$ cat config.mk
export PLATFORM = sky130hd
export DESIGN_NAME = ps2_flap_rx
export DESIGN_NICKNAME = d
export VERILOG_FILES = /design/src/rtl/ps2_flap_rx_pkg.sv /design/src/rtl/ps2_frame_rx.sv /design/src/rtl/ps2_flap_rx.sv
export SDC_FILE = /design/constraint.sdc
export NUM_CORES = 1
export LEC_CHECK = 0
export BUFFER_PORTS_ARGS = -buffer_cell sky130_fd_sc_hd__clkbuf_2
export CORE_MARGIN = 2
export CORE_UTILIZATION = 58
export DETAILED_ROUTE_END_ITERATION = 6
export PLACE_DENSITY_LB_ADDON = 0.08
export SKIP_CTS_REPAIR_TIMING = 1
export SLEW_MARGIN = 20
export SYNTH_ARGS = -nofsm -noshare
export SYNTH_HDL_FRONTEND = slang
export SYNTH_SLANG_ARGS = --single-unit
$ cat constraint.sdc
create_clock -name clk -period 2.2 [get_ports clk]
set_input_delay 0.11 -clock clk [delete_from_list [all_inputs] [get_ports clk]]
set_output_delay 0.11 -clock clk [all_outputs]
set_load 0.02 [all_outputs]
$ cat src/rtl/ps2_flap_rx_pkg.sv
// Shared scan-code constants, receiver state encoding and parity helper
// for the PS/2 game-key receiver.
package ps2_flap_rx_pkg;

    localparam logic [7:0] SC_SPACE = 8'h29;
    localparam logic [7:0] SC_BREAK = 8'hF0;
    localparam logic [7:0] SC_EXT   = 8'hE0;

    typedef enum logic [1:0] {
        ST_IDLE   = 2'd0,
        ST_DATA   = 2'd1,
        ST_PARITY = 2'd2,
        ST_STOP   = 2'd3
    } rx_state_t;

    // Odd parity: data bits plus parity bit must hold an odd number of ones.
    function automatic logic odd_parity_ok(input logic [7:0] data, input logic par);
        return ^{data, par};
    endfunction

endpackage

$ cat src/rtl/ps2_frame_rx.sv
// PS/2 line synchroniser, clock filter, 11-bit frame FSM and mid-frame timeout.
// Parity checking is enabled by defining PS2_PARITY_CHECK_EN.
module ps2_frame_rx
    import ps2_flap_rx_pkg::*;
#(
    parameter int FILTER_LEN     = 8,
    parameter int TIMEOUT_CYCLES = 5000
) (
    input  logic       clk,
    input  logic       clr,
    input  logic       ps2_clk,
    input  logic       ps2_data,
    output logic [7:0] rx_byte,
    output logic       rx_valid,
    output logic       rx_parity_err,
    output logic       frame_err,
    output logic       timeout
);

    localparam int FW = $clog2(FILTER_LEN + 1);
    localparam int TW = $clog2(TIMEOUT_CYCLES + 1);

    logic [1:0]    clk_sync;
    logic [1:0]    dat_sync;
    logic          clk_s;
    logic          dat_s;
    logic          filt;
    logic [FW-1:0] fcnt;
    logic          flip;
    logic          strobe;

    rx_state_t     state;
    rx_state_t     state_n;
    logic [2:0]    bit_cnt;
    logic [7:0]    shreg;
    logic [TW-1:0] tcnt;
    logic          tc_hit;
    logic          accept;
    logic          ferr;

    assign clk_s  = clk_sync[1];
    assign dat_s  = dat_sync[1];
    assign flip   = (clk_s != filt) && (fcnt == FW'(FILTER_LEN - 1));
    assign strobe = flip && filt;
    // A strobe landing on the terminal count wins over the timeout.
    assign tc_hit = (state != ST_IDLE) && !strobe && (tcnt == TW'(TIMEOUT_CYCLES - 1));

`ifdef PS2_PARITY_CHECK_EN
    logic par_bit;
    logic perr;
`endif

    always_ff @(posedge clk or posedge clr) begin
        if (clr) begin
            clk_sync <= 2'b00;
            dat_sync <= 2'b00;
            filt     <= 1'b0;
            fcnt     <= '0;
        end else begin
            clk_sync <= {clk_sync[0], ps2_clk};
            dat_sync <= {dat_sync[0], ps2_data};
            if (clk_s == filt) begin
                fcnt <= '0;
            end else if (flip) begin
                fcnt <= '0;
                filt <= clk_s;
            end else begin
                fcnt <= fcnt + 1'b1;
            end
        end
    end

    always_ff @(posedge clk or posedge clr) begin
        if (clr) state <= ST_IDLE;
        else     state <= state_n;
    end

    always_comb begin
        state_n = state;
        accept  = 1'b0;
        ferr    = 1'b0;
`ifdef PS2_PARITY_CHECK_EN
        perr    = 1'b0;
`endif
        if (strobe) begin
            case (state)
                ST_IDLE:   if (!dat_s) state_n = ST_DATA;
                ST_DATA:   if (bit_cnt == 3'd7) state_n = ST_PARITY;
                ST_PARITY: state_n = ST_STOP;
                ST_STOP: begin
                    state_n = ST_IDLE;
                    if (!dat_s) begin
                        ferr = 1'b1;
                    end else begin
`ifdef PS2_PARITY_CHECK_EN
                        if (odd_parity_ok(shreg, par_bit)) accept = 1'b1;
                        else                               perr   = 1'b1;
`else
                        accept = 1'b1;
`endif
                    end
                end
                default:   state_n = ST_IDLE;
            endcase
        end else if (tc_hit) begin
            state_n = ST_IDLE;
            ferr    = 1'b1;
        end
    end

    always_ff @(posedge clk or posedge clr) begin
        if (clr) begin
            rx_byte   <= '0;
            rx_valid  <= 1'b0;
            frame_err <= 1'b0;
            timeout   <= 1'b0;
            bit_cnt   <= '0;
            shreg     <= '0;
            tcnt      <= '0;
        end else begin
            rx_valid  <= accept;
            frame_err <= ferr;
            timeout   <= tc_hit;
            if (accept) rx_byte <= shreg;
            if (strobe || tc_hit || state == ST_IDLE) tcnt <= '0;
            else                                      tcnt <= tcnt + 1'b1;
            if (strobe) begin
                case (state)
                    ST_IDLE: bit_cnt <= '0;
                    ST_DATA: begin
                        shreg   <= {dat_s, shreg[7:1]};
                        bit_cnt <= bit_cnt + 1'b1;
                    end
                    default: ;
                endcase
            end
        end
    end

`ifdef PS2_PARITY_CHECK_EN
    always_ff @(posedge clk or posedge clr) begin
        if (clr) begin
            par_bit       <= 1'b0;
            rx_parity_err <= 1'b0;
        end else begin
            rx_parity_err <= perr;
            if (strobe && state == ST_PARITY) par_bit <= dat_s;
        end
    end
`else
    assign rx_parity_err = 1'b0;
`endif

endmodule

$ cat src/rtl/ps2_flap_rx.sv
// PS/2 keyboard receiver with SPACE make/break decoder (space_held level, flap_pulse).
// Define PS2_PARITY_CHECK_EN to drop frames with bad odd parity.
module ps2_flap_rx
    import ps2_flap_rx_pkg::*;
#(
    parameter int FILTER_LEN     = 8,
    parameter int TIMEOUT_CYCLES = 5000
) (
    input  logic       clk,
    input  logic       clr,
    input  logic       ps2_clk,
    input  logic       ps2_data,
    output logic [7:0] rx_byte,
    output logic       rx_valid,
    output logic       rx_parity_err,
    output logic       frame_err,
    output logic       space_held,
    output logic       flap_pulse
);

    logic timeout;
    logic brk_pend;
    logic ext_pend;

    ps2_frame_rx #(
        .FILTER_LEN    (FILTER_LEN),
        .TIMEOUT_CYCLES(TIMEOUT_CYCLES)
    ) u_frame (
        .clk          (clk),
        .clr          (clr),
        .ps2_clk      (ps2_clk),
        .ps2_data     (ps2_data),
        .rx_byte      (rx_byte),
        .rx_valid     (rx_valid),
        .rx_parity_err(rx_parity_err),
        .frame_err    (frame_err),
        .timeout      (timeout)
    );

    // Extended SPACE codes (E0 29 / E0 F0 29) are not our key and are ignored.
    always_ff @(posedge clk or posedge clr) begin
        if (clr) begin
            space_held <= 1'b0;
            flap_pulse <= 1'b0;
            brk_pend   <= 1'b0;
            ext_pend   <= 1'b0;
        end else begin
            flap_pulse <= 1'b0;
            if (rx_valid) begin
                if (rx_byte == SC_BREAK) begin
                    brk_pend <= 1'b1;
                end else if (rx_byte == SC_EXT) begin
                    ext_pend <= 1'b1;
                end else begin
                    brk_pend <= 1'b0;
                    ext_pend <= 1'b0;
                    if (rx_byte == SC_SPACE && !ext_pend) begin
                        if (brk_pend) begin
                            space_held <= 1'b0;
                        end else if (!space_held) begin
                            space_held <= 1'b1;
                            flap_pulse <= 1'b1;
                        end
                    end
                end
            end else if (timeout) begin
                brk_pend <= 1'b0;
                ext_pend <= 1'b0;
            end
        end
    end

endmodule

# [After elaboration in Yosys (flattened, before gate mapping)]
# Index checks and enable logic that the tools add are counted.
[totals] ff_bits=50 inputBits=4
[op_classes] addsub=3 n_eq_ne=15 muxes=30 n_bitwise=3 reduce_logical=21
[ops] cell="2-to-1 mux 1 bit" n=21
[ops] cell="equality test 8 bit (second input constant)" n=2
[ops] cell="adder 13 x 1 -> 13 bit (second input constant)" n=1
[ops] cell="equality test 13 bit (second input constant)" n=1
[ops] cell="2-to-1 mux 13 bit" n=1
[ops] cell="AND reduction 2 bit" n=5
[ops] cell="!= test 3 bit (second input constant)" n=3
[ops] cell="equality test 8 x 6 -> 1 bit (second input constant)" n=1
[ops] cell="2-to-1 mux 2 bit" n=4
[ops] cell="2-to-1 mux 4 bit" n=2
[ops] cell="case mux 2 bit (4 select lines)" n=1
[ops] cell="nonzero test 2 bit" n=4
[ops] cell="case mux 3 bit (2 select lines)" n=1
[ops] cell="logical AND 1 bit" n=5
[ops] cell="adder 4 x 1 -> 4 bit (second input constant)" n=1
[ops] cell="equality test 2 bit (second input constant)" n=2
[ops] cell="equality test 4 x 3 -> 1 bit (second input constant)" n=1
[ops] cell="AND reduction 4 bit" n=1
[ops] cell="adder 3 x 1 -> 3 bit (second input constant)" n=1
[ops] cell="equality test 3 bit (second input constant)" n=1
[ops] cell="NOT 1 bit" n=3
[ops] cell="AND reduction 3 bit" n=1
[ops] cell="equality test 2 x 1 -> 1 bit (second input constant)" n=1
[ops] cell="logical NOT 1 bit" n=2
[ops] cell="other kinds (5)" n=6

# [Logic depth before layout (Yosys ltp)]
[depth] ltp_word=9 ltp_mapped=6 mapped_depth_nobuf=6

# [By module]
# Synthesis repeated with hierarchy kept, for this count alone.
[unflattened] cells_unflattened=178 area_unflattened_um2=2169.6
[modules_own_cells] mod="ps2_frame_rx" n_inst=1 cells_each=159 area_each_um2=1968.1 seq_area_each_um2=1151.1
[modules_own_cells] mod="ps2_flap_rx" n_inst=1 cells_each=19 area_each_um2=201.4 seq_area_each_um2=100.1

# [Worst setup path before layout]
# Ideal clock, no wire load.
[synth_timing] kind="reg2reg" start="register u_frame.fcnt[0]" end="register u_frame.rx_byte[0]" setup_time_ps=125 arrival_ps=1535 required_ps=2075 path_slack_ps=540 path_stages_with_launch=7 cell_sequence="dfrtp_1 ha_1 nand3b_4 nor3b_2 buf_6 nand3_4 mux2_4"
[synth_via] elab_chain_len=4
[synth_lines] element="start, declared" line_no="ps2_frame_rx.sv:28" text="logic [FW-1:0] fcnt;"
[synth_lines] element="start signal, assigned" line_no="ps2_frame_rx.sv:68" text="fcnt <= fcnt + 1'b1;"
[synth_lines] element="equality test 4 x 3 -> 1 bit" line_no="ps2_frame_rx.sv:43" text="assign flip = (clk_s != filt) && (fcnt == FW'(FILTER_LEN - 1));"
[synth_lines] element="logical AND 1 bit" line_no="ps2_frame_rx.sv:43"
[synth_lines] element="logical AND 1 bit" line_no="ps2_frame_rx.sv:44" text="assign strobe = flip && filt;"
[synth_lines] element="2-to-1 mux 1 bit" line_no="ps2_frame_rx.sv:85" text="if (strobe) begin"
[synth_lines] element="end signal, assigned" line_no="ps2_frame_rx.sv:124" text="if (accept) rx_byte <= shreg;"
[synth_lines] element="end, declared" line_no="ps2_frame_rx.sv:13" text="output logic [7:0] rx_byte,"
# No other way between the ends.
# A chain may end at the register's enable or synchronous reset.

# [Final worst setup path]
[layout_timing] start="register u_frame.fcnt[0]" end="register u_frame.state[0]"
[layout_via] elab_chain_len=8
[layout_lines] element="equality test 4 x 3 -> 1 bit *" line_no="ps2_frame_rx.sv:43"
[layout_lines] element="logical AND 1 bit *" line_no="ps2_frame_rx.sv:43"
[layout_lines] element="logical AND 1 bit *" line_no="ps2_frame_rx.sv:44"
[layout_lines] element="logical NOT 1 bit" line_no="ps2_frame_rx.sv:46" text="assign tc_hit = (state != ST_IDLE) && !strobe && (tcnt == TW'(TIMEOUT_CYCLES - 1));"
[layout_lines] element="logical AND 1 bit (2 in series)" line_no="ps2_frame_rx.sv:46"
[layout_lines] element="nonzero test 2 bit (no line)"
[layout_lines] element="AND reduction 3 bit (no line)"
[layout_lines] element="end signal, assigned" line_no="ps2_frame_rx.sv:75" text="else state <= state_n;"
[layout_lines] element="end, declared" line_no="ps2_frame_rx.sv:32" text="rx_state_t state;"
# Every way passes the cells marked *; elsewhere a longest branch is shown, timed or not.

==> reports/qor.yml <==
status: "finished clean"
synth_nets: 191
numCtsBuffers: 5
worstPathMaxFanout: 9
grt_usage_pct: 17.8
final_util_pct: 67.9
insertion_delay_ps: 300
numClockSinks: 50
cts_tree: "built"
start_util_pct: 60.3
gr-total-overflow: 0
core_um2: 3660
yosys_warnings: 0
final_nets: 216
grt_pass1_vias: 1341
critPathLaunchType: "flop"
grt_pass1_wl_um: 5750
vias_per_cell: 5.41
grt_start_max_net_pins: 22
leakage_nw: 1.23
place_hpwl_um: 2540
die_h_um: 65.7
avgRoutedWirePerCell_um: 13.4
syn_area_um2: 2210
cts-root-buf: "clkbuf_8"
clk_path_buf_depth: 2
dieArea_um2: 4320
synth_cells: 179
min_period_over_period_pct: 84.8
peakVddDrop_mv: 0.593
ys_ff_latch: 50
tns_ps: 0
end_kind: "flop"
routed_wl_um: 3390
place_congestion: 0.753
reg2reg_depth: 6
synthFlopType: "dfrtp_1"
skew_ps: 7.23
firstDrtPassIters: 4
hold_violations: 0
boundaryPins: 17
syn_avg_cell_area_um2: 12.3
timing.final.crit_period_ps: 1870
antenna_found_initial: 0
rrSetupSlack_ps: 330
dieWidth_um: 65.7
p_per_area_nw_per_um2: 696
cp_data_required_time_ps: 2400
synth-seq-area-share_pct: 56.7
power_w: 0.00173
diodes: 0
drtAntennaViolNets: 0
clk_pin_slew_ps: 90
syn2layout_area_growth_pct: 12.6
synth_edf_count: 0
report.final.slew_viol_count: 0
path_class: "reg2reg"
h-tree-depth: 2
synth_cell_types: 37
drive_gt1_share_pct: 20.0
synthArstFlopShare_pct: 100
rows: 22
io_buffers: 15
route.detailed.drc: 0
hold_path_class: "in2async"
drt_iter0_drc: 49
drv_cap: 0
arrival_ps: 2060
rsz0062_at_grt: "no"
via_count: 1368
finalSetupViolCount: 0
fmax_ghz: 0.536
[final cells by class]
class | instances | area (um2)
sequential | 50 | 1250
multi-input combinational | 116 | 896
clock buffer | 5 | 68.8
tap | 48 | 60.1
inverter | 10 | 37.5
fill | 275 | 1170
clock inverter | 3 | 45.0
timing repair buffer | 21 | 128
[power by group]
part	switching, W	leakage (nW)	internal (W)
sequential	0.0000294	0.687	0.000952
combinational	0.0000583	0.491	0.0000515
clock	0.000301	0.0504	0.000338
[layout by cell type, fill, tap and decap left out, drive strengths merged, types with 5 or more instances in the layout]
| cell | n |
|---|---|
| o21ai | 5 |
| dfrtp | 50 |
| mux2 | 17 |
| nand3 | 9 |
| xnor2 | 12 |
| nor3 | 6 |
| clkbuf | 20 |
| ha | 8 |
| nor2 | 24 |
| inv | 10 |
| nand2 | 8 |
[path summary, 6_finish.rpt]
kind	end	start
max in group asynchronous	u_frame.fcnt[2]	clr
hold reg to reg	u_frame.clk_sync[1]	u_frame.clk_sync[0]
hold / removal	u_frame.tcnt[8]	clr
setup reg to reg	u_frame.state[0]	u_frame.fcnt[0]
min in group clk	u_frame.clk_sync[1]	u_frame.clk_sync[0]
setup / recovery	u_frame.state[0]	u_frame.fcnt[0]
[sequential cells by signal (all words and copies together), names as in the netlist]
register           flops
u_frame.tcnt          13
u_frame.rx_byte        8
u_frame.shreg          8
u_frame.fcnt           4
u_frame.bit_cnt        3
u_frame.clk_sync       2
u_frame.dat_sync       2
u_frame.state          2
brk_pend               1
ext_pend               1
flap_pulse             1
space_held             1
u_frame.filt           1
u_frame.frame_err      1
u_frame.rx_valid       1
u_frame.timeout        1
[cell families (layout without fill, tap and decap cells)]
logic type	Yosys count	in the layout	share of synthesized area, %
AOI/OAI and AO/OA	13	13	4.31
xor gates and xnor gates	13	13	5.16
adders and majority gates	8	8	4.53
buffers and inverters	13	39	2.78
DFF	50	50	56.7
muxes	19	19	10.9
other	1	1	0.170
and+or+nand+nor	62	62	15.5
[cell usage after synthesis, types with 2 or more instances]
master | number | share of area, %
nor3_1 | 6 | 1.4
nand3_1 | 8 | 1.8
dfrtp_1 | 50 | 57
inv_1 | 10 | 1.7
mux2_4 | 8 | 5.4
mux2_1 | 8 | 4.1
nor4bb_1 | 2 | 0.91
mux2i_1 | 2 | 0.91
nand2b_1 | 2 | 0.57
xnor2_1 | 12 | 4.8
nor4_1 | 2 | 0.57
nand4_1 | 3 | 0.85
a32o_1 | 3 | 1.4
nor2_1 | 24 | 4.1
ha_1 | 8 | 4.5
o21ai_0 | 4 | 0.91
nand2_1 | 7 | 1.2
[metrics by stage]
stage / instance area, um2 / hold WS (ps) / std cells / setup WS, ps
after floorplan: 2210 / 141 / 179 / 540
after detailed placement: 2340 / 111 / 242 / 318
after global routing: 2490 / 353 / 253 / 204
after global placement: 2340 / 105 / 242 / 405
final: 2490 / 323 / 253 / 334
after CTS: 2460 / -231 / 250 / 315
[critical path: stages (launching register included)]
cell and delay, ps:
dfrtp_1 380, ha_1 260, nand3b_4 110, nor3b_2 410, buf_4 240, nand2_1 80
o311a_1 290
[metal layers]
| layer | GRT usage, % | part of all wire (%) | vias to the layer above |
|---|---|---|---|
| li1 | - | - | 668 |
| met3 | 5.65 | 3.8 | 5 |
| met2 | 31.2 | 51 | 25 |
| met4 | 5.47 | 1.7 | 0 |
| met5 | 0 | 0 | - |
| met1 | 20.7 | 43 | 670 |
(Power assumes the default switching activity.)
